==> config.mk <==
export PLATFORM = sky130hd
export DESIGN_NAME = mem_port_arbiter
export DESIGN_NICKNAME = d
export VERILOG_FILES = /design/src/rtl/mem_port_arbiter.sv
export SDC_FILE = /design/constraint.sdc
export NUM_CORES = 1
export LEC_CHECK = 0
export CAP_MARGIN = 20
export CORE_MARGIN = 3
export CORE_UTILIZATION = 41
export CTS_BUF_LIST = sky130_fd_sc_hd__clkbuf_8
export DETAILED_ROUTE_END_ITERATION = 10
export PLACE_DENSITY = 0.78
export SLEW_MARGIN = 20
export SYNTH_ARGS = -nofsm -noshare
export SYNTH_HDL_FRONTEND = slang
export SYNTH_SLANG_ARGS = --single-unit
==> constraint.sdc <==
create_clock -name clock -period 1.75 [get_ports clock]
set_clock_uncertainty 0.05 [all_clocks]
set_input_delay 0.35 -clock clock [delete_from_list [all_inputs] [get_ports clock]]
set_output_delay 0.35 -clock clock [all_outputs]
set_load 0.02 [all_outputs]
==> src/rtl/mem_port_arbiter.sv <==
// Arbiter sharing one single-ported I/D memory between IF fetch and MEM load/store.
// Define ARB_RR_EN for round-robin priority; default build is fixed DM-over-IF priority.
module mem_port_arbiter #(
  parameter int AW = 32,
  parameter int DW = 32
) (
  input  logic          clock,
  input  logic          reset,
  input  logic          if_req,
  input  logic [AW-1:0] if_addr,
  output logic [DW-1:0] if_rdata,
  output logic          if_done,
  output logic          if_stall,
  input  logic          dm_req,
  input  logic          dm_we,
  input  logic [AW-1:0] dm_addr,
  input  logic [DW-1:0] dm_wdata,
  output logic [DW-1:0] dm_rdata,
  output logic          dm_done,
  output logic          dm_stall,
  output logic          mem_req,
  output logic          mem_we,
  output logic [AW-1:0] mem_addr,
  output logic [DW-1:0] mem_wdata,
  input  logic [DW-1:0] mem_rdata,
  input  logic          mem_ack
);

  typedef enum logic [1:0] {
    IDLE     = 2'd0,
    GRANT_IF = 2'd1,
    GRANT_DM = 2'd2,
    RESP     = 2'd3
  } state_t;

  state_t        state_q, state_d;
  logic          mem_req_q, mem_req_d;
  logic          mem_we_q, mem_we_d;
  logic [AW-1:0] mem_addr_q, mem_addr_d;
  logic [DW-1:0] mem_wdata_q, mem_wdata_d;
  logic [DW-1:0] if_rdata_q, if_rdata_d;
  logic [DW-1:0] dm_rdata_q, dm_rdata_d;
  logic          if_done_q, if_done_d;
  logic          dm_done_q, dm_done_d;
  logic          grant_dm;

`ifdef ARB_RR_EN
  // 1 = DM won the most recent arbitration, 0 = IF
  logic last_grant_q, last_grant_d;

  assign grant_dm = dm_req & (~if_req | ~last_grant_q);
`else
  assign grant_dm = dm_req;
`endif

  always_comb begin
    state_d     = state_q;
    mem_req_d   = mem_req_q;
    mem_we_d    = mem_we_q;
    mem_addr_d  = mem_addr_q;
    mem_wdata_d = mem_wdata_q;
    if_rdata_d  = if_rdata_q;
    dm_rdata_d  = dm_rdata_q;
    if_done_d   = 1'b0;
    dm_done_d   = 1'b0;
`ifdef ARB_RR_EN
    last_grant_d = last_grant_q;
`endif

    case (state_q)
      IDLE: begin
        if (grant_dm) begin
          state_d     = GRANT_DM;
          mem_req_d   = 1'b1;
          mem_we_d    = dm_we;
          mem_addr_d  = dm_addr;
          mem_wdata_d = dm_wdata;
`ifdef ARB_RR_EN
          last_grant_d = 1'b1;
`endif
        end else if (if_req) begin
          state_d     = GRANT_IF;
          mem_req_d   = 1'b1;
          mem_we_d    = 1'b0;
          mem_addr_d  = if_addr;
          mem_wdata_d = '0;
`ifdef ARB_RR_EN
          last_grant_d = 1'b0;
`endif
        end
      end

      GRANT_IF: begin
        if (mem_ack) begin
          state_d    = RESP;
          mem_req_d  = 1'b0;
          if_rdata_d = mem_rdata;
          if_done_d  = 1'b1;
        end
      end

      GRANT_DM: begin
        if (mem_ack) begin
          state_d   = RESP;
          mem_req_d = 1'b0;
          dm_done_d = 1'b1;
          // stores leave the load-data register untouched
          if (!mem_we_q) begin
            dm_rdata_d = mem_rdata;
          end
        end
      end

      RESP: begin
        state_d = IDLE;
      end

      default: begin
        state_d = IDLE;
      end
    endcase
  end

  // reset discards any in-flight transaction, so a late ack finds us in IDLE
  always_ff @(posedge clock) begin
    if (!reset) begin
      state_q     <= IDLE;
      mem_req_q   <= 1'b0;
      mem_we_q    <= 1'b0;
      mem_addr_q  <= '0;
      mem_wdata_q <= '0;
      if_rdata_q  <= '0;
      dm_rdata_q  <= '0;
      if_done_q   <= 1'b0;
      dm_done_q   <= 1'b0;
`ifdef ARB_RR_EN
      last_grant_q <= 1'b0;
`endif
    end else begin
      state_q     <= state_d;
      mem_req_q   <= mem_req_d;
      mem_we_q    <= mem_we_d;
      mem_addr_q  <= mem_addr_d;
      mem_wdata_q <= mem_wdata_d;
      if_rdata_q  <= if_rdata_d;
      dm_rdata_q  <= dm_rdata_d;
      if_done_q   <= if_done_d;
      dm_done_q   <= dm_done_d;
`ifdef ARB_RR_EN
      last_grant_q <= last_grant_d;
`endif
    end
  end

  assign mem_req   = mem_req_q;
  assign mem_we    = mem_we_q;
  assign mem_addr  = mem_addr_q;
  assign mem_wdata = mem_wdata_q;
  assign if_rdata  = if_rdata_q;
  assign dm_rdata  = dm_rdata_q;
  assign if_done   = if_done_q;
  assign dm_done   = dm_done_q;

  assign if_stall  = if_req & ~if_done_q;
  assign dm_stall  = dm_req & ~dm_done_q;

endmodule

; ---- After elaboration in Yosys (flattened, before gate mapping)
; Index checks and enable logic that the tools add are counted.
[op_classes]
reduce_logical = 11
order_cmp = 0
shift = 0
mul = 0
n_bitwise = 5
addsub = 0
eq_ne = 5
div_mod_pow = 0
mux = 15
[ops]
columns = op, count
row1 = two-way mux 32 bit, 4
row2 = AND reduction 2 bit, 5
row3 = two-way mux 1 bit, 6
row4 = two-way mux 2 bit, 3
row5 = case mux 2 bit (3 select lines), 1
row6 = AND reduction 3 bit, 2
row7 = == test 2 bit (second input constant), 2
row8 = nonzero test 2 bit, 2
row9 = inequality test 3 bit (second input constant), 1
row10 = NOT 1 bit, 3
row11 = bitwise AND 1 bit, 2
row12 = == test 2 x 1 -> 1 bit (second input constant), 1
row13 = zero test 2 bit, 1
row14 = inequality test 2 x 1 -> 1 bit (second input constant), 1
row15 = case mux 1 bit (2 select lines), 1
row16 = OR reduction 2 bit, 1
[word_totals]
regBits = 134
out_inout_bits = 134
wordCells = 45
latch_bits = 0
memories = 0
ram_bits = 0
input_bits = 134
mem_bits_ro = 0

; ---- Logic depth before layout (Yosys ltp)
[depth]
word_depth = 4
depth_mapped = 7

; ---- Worst setup path after synthesis
; No wires, ideal clock.
[synth_path]
path_kind = register -> register
startpoint = reg state_q[0]
endpoint = reg state_q[1]
slack_ps = 251
path_stages_with_launch = 6
t_required_ps = 1584
synth_period_minus_slack_ps = 1499
n_path_buf = 0
t_arrival_ps = 1333
path_cell_list = dfxtp_1 -> inv_1 -> ha_1 -> or3b_4 -> nor2b_4 -> o211a_1
[synth_between]
elab_chain_cells = 4
[synth_lines]
columns = item, line_no
row1 = from (decl), 36  ; state_t state_q, state_d;
row2 = from (signal assigned), 140  ; state_q <= state_d;
row3 = == test 2 bit / == test 2 x 1 -> 1 bit (equally long branches), 70  ; case (state_q)
row4 = OR reduction 2 bit (no line), --
row5 = inequality test 2 x 1 -> 1 bit (no line), --
row6 = AND reduction 2 bit (no line), --
; Several ways; a longest one is shown, not always the timed one.
; A chain may end at the register's enable or synchronous reset.

; ---- Worst setup path in the final report
[layout_path]
startpoint = in if_req
endpoint = out if_stall
[layout_between]
elab_chain_cells = 1
[layout_lines]
columns = item, line_no
row1 = from (decl), 9  ; input logic if_req,
row2 = bitwise AND 1 bit, 164  ; assign if_stall = if_req & ~if_done_q;
row3 = to (decl), 13  ; output logic if_stall,
; Every way passes these cells.

==> out/metrics.json <==
{
  "die_y_um": 120,
  "worstPathBufferInverterCount": 2,
  "total_via_count_in_the_routed_design": 4991,
  "area.growth.synth_to_final_pct": 58.5,
  "tritoncts_num_sinks": 134,
  "hold_violations": 0,
  "grt_overflow": 0,
  "regToRegSetupSlack_ns": 0.12,
  "layout.cells.most_common": "nand2_1",
  "fin_ws_ns": 0.0310,
  "wirelength_um": 15900,
  "cts.reportedPaths.clkPinSlew_ns": 0.07,
  "synth_nets": 703,
  "worstReg2RegStart": "state_q[1]",
  "power.density_cell_area_nw_per_um2": 1250,
  "top_level_ports": 268,
  "tritoncts.num_buffers": 17,
  "layout.cells.most_common_list": "163 x nand2_1, 134 x dfxtp_1, 133 x dlygate4sd2_1",
  "path_depth": 3,
  "insertion_delay_ns": 0.44,
  "detail-route-antenna-nets": 0,
  "maximum_vdd_drop_uv": 930,
  "maxClockFrequency_mhz": 582,
  "cts.path.max_buffers": 2,
  "place_hpwl_um": 12000,
  "path_cells": "clkdlybuf4s50_1, nor2b_1, clkdlybuf4s15_1",
  "p_total_w": 0.0105,
  "fin_worst_hold_slack_ns": 0.276,
  "antenna_found_initial": 0,
  "maxCapViolCount": 0,
  "rows": 40,
  "grt_setup_unrepaired": "no",
  "pin_count_of_the_biggest_net_entering_global_routing": 60,
  "outcome": "completed",
  "place.gp.congestion": 0.763,
  "drc_errors": 0,
  "start_util": 0.431,
  "synth_warnings": 0,
  "dieWidth_um": 120,
  "ys_seq_elements": 134,
  "groute.usage.overall": 0.219,
  "place.port_buffers": 267,
  "timing_max_transition_violations_final": 0,
  "timing_worst_slew_pin_value_ns": 0.309,
  "syn_avg_cell_area_um2": 9.42,
  "cell_leakage_power_nw": 4.07,
  "dp_slack_ns": -0.272,
  "clock_tree_from_tritoncts": "built",
  "wl_per_cell_um": 15.9,
  "n_antenna_cell": 0,
  "final_net_count": 957,
  "crit_path_end": "if_stall",
  "setup_viol_count_final": 0,
  "htree_num_levels": 4,
  "grt_pass1_wl_um": 25000,
  "multiInputGateArea_um2": 2410,
  "setup.worst_path.end_class": "output pin",
  "layout_min_cycle_time_ns": 1.72,
  "r2r.worst_path.cells": 5,
  "synthesis.instances": 565,
  "nFillCells": 1005,
  "synth_cell_types": 27,
  "layout.cell_area.non_filler_um2": 8440,
  "syn-cell-area_um2": 5320,
  "post_dp_cell_area_um2": 8200,
  "die_area_um2": 14400,
  "critical_path.top_delay_family": "buffers and inverters",
  "vias_per_cell": 4.99,
  "seq_area_frac_synth": 0.504,
  "fraction_of_final_layout_cells_with_drive_strength_greater_than_1": 0.0613,
  "slowest_delay_ns": 0.51,
  "worst_setup_path_class": "in -> out",
  "cp_max_fo": 2,
  "drt-pass1-iter-count": 4,
  "setup.worst_path.start": "if_req",
  "critical_path_arrival_ns": 1.32,
  "final_min_period_over_clock_period": 0.982,
  "slew_headroom": 0.794,
  "cp_data_required_time_ns": 1.35,
  "hold_class": "in -> reg",
  "type_of_origin_of_the_critical_path": "input pin",
  "cts.root.buffer_cell": "clkbuf_8",
  "dr.first_iter.drc_count": 335,
  "grt_pass1_vias": 5061,
  "rr_endpoint": "state_q[1]",
  "critical-path-slowest-cell": "clkdlybuf4s50_1",
  "register_area_um2": 2680,
  "placeableCoreArea_um2": 12400
}
[through the flow]
| step | setup TNS, ns | cells | utilization |
|---|---|---|---|
| finish | 0 | 1000 | 0.682 |
| global route | 0 | 1000 | 0.682 |
| CTS | 0 | 1000 | 0.682 |
| detailed placement | -1.41 | 968 | 0.664 |
| global placement | -0.986 | 968 | 0.664 |
| floorplan | 0 | 565 | - |
[where the power goes]
group	switching [W]	internal, W
Combinational	0.00226	0.00172
Sequential	0.000294	0.00365
Clock	0.00114	0.00145
Total	0.00369	0.00682
[worst register-to-register path, cell delays in order (launching register included)]
cell     delay (ns)
dfxtp_1        0.33
inv_1          0.10
ha_1           0.28
or3b_4         0.42
nor2b_4        0.14
o211a_1        0.20
[registers in the layout (all words and copies together), names as in the netlist]
signal	flops
mem_we	1
state_q	2
if_done	1
mem_wdata	32
dm_rdata	32
mem_req	1
dm_done	1
mem_addr	32
if_rdata	32
[routing by layer]
metal  global-route usage  vias to the layer above  share of wire
met5                    0                        -              0
met4               0.0995                        0          0.027
met3               0.0834                       32          0.089
met2                0.383                      225           0.50
met1                0.234                     2311           0.39
li1                     -                     2423              -
[Yosys cell counts (all sizes together)]
cell,instances,area (µm²)
dfxtp,134,2680
or3b,1,11.3
clkbuf,20,75.1
nand2,163,612
o211a,34,340
a21boi,64,480
mux2i,33,330
nand3,1,5.00
a22oi,33,248
and2,2,12.5
ha,4,50.1
o21a,1,7.51
and2b,1,10.0
inv,2,7.51
nand4b,1,8.76
o211ai,1,7.51
and3,2,12.5
nor2,1,3.75
o21ai,1,16.3
nor2b,36,233
nand2b,1,6.26
buf,27,146
and3b,1,8.76
nand3b,1,7.51
[timing repair]
item,4_1_cts,5_1_grt
hold buffers,0,0
resized for setup,134,1
cloned,0,0
buffers inserted,0,0
endpoints found under the setup margin,134,1
[how the worst min path moves through the flow]
stage          cells past startpoint      endpoint          from
2_1_floorplan                      2    state_q[0]    state_q[0]
3_3_place_gp                       2  dm_rdata[10]  dm_rdata[10]
3_5_place_dp                       2  if_rdata[13]  if_rdata[13]
4_1_cts                            2    state_q[1]         reset
5_1_grt                            2    state_q[1]         reset
6_report                           2    state_q[1]         reset
[logic make-up (layout without fill, tap and decap cells)]
logic type,after synthesis,in the layout,share of synthesized area
flip-flops,134,134,0.504
adder cells (fa/ha/maj),4,4,0.00940
buffers and inverters,49,316,0.0430
AO/OA/AOI/OAI,134,134,0.207
AND/OR/NAND/NOR,211,211,0.175
multiplexers,33,33,0.0621
[final cells by class]
| class | instances | area share |
|---|---|---|
| Inverter | 2 | 0.000890 |
| Timing Repair Buffer | 282 | 0.323 |
| Clock buffer | 19 | 0.0310 |
| Clock inverter | 13 | 0.0165 |
| Tap cell | 168 | 0.0249 |
| Sequential cell | 134 | 0.318 |
| Multi-Input combinational cell | 382 | 0.286 |
(Power assumes the default switching activity.)
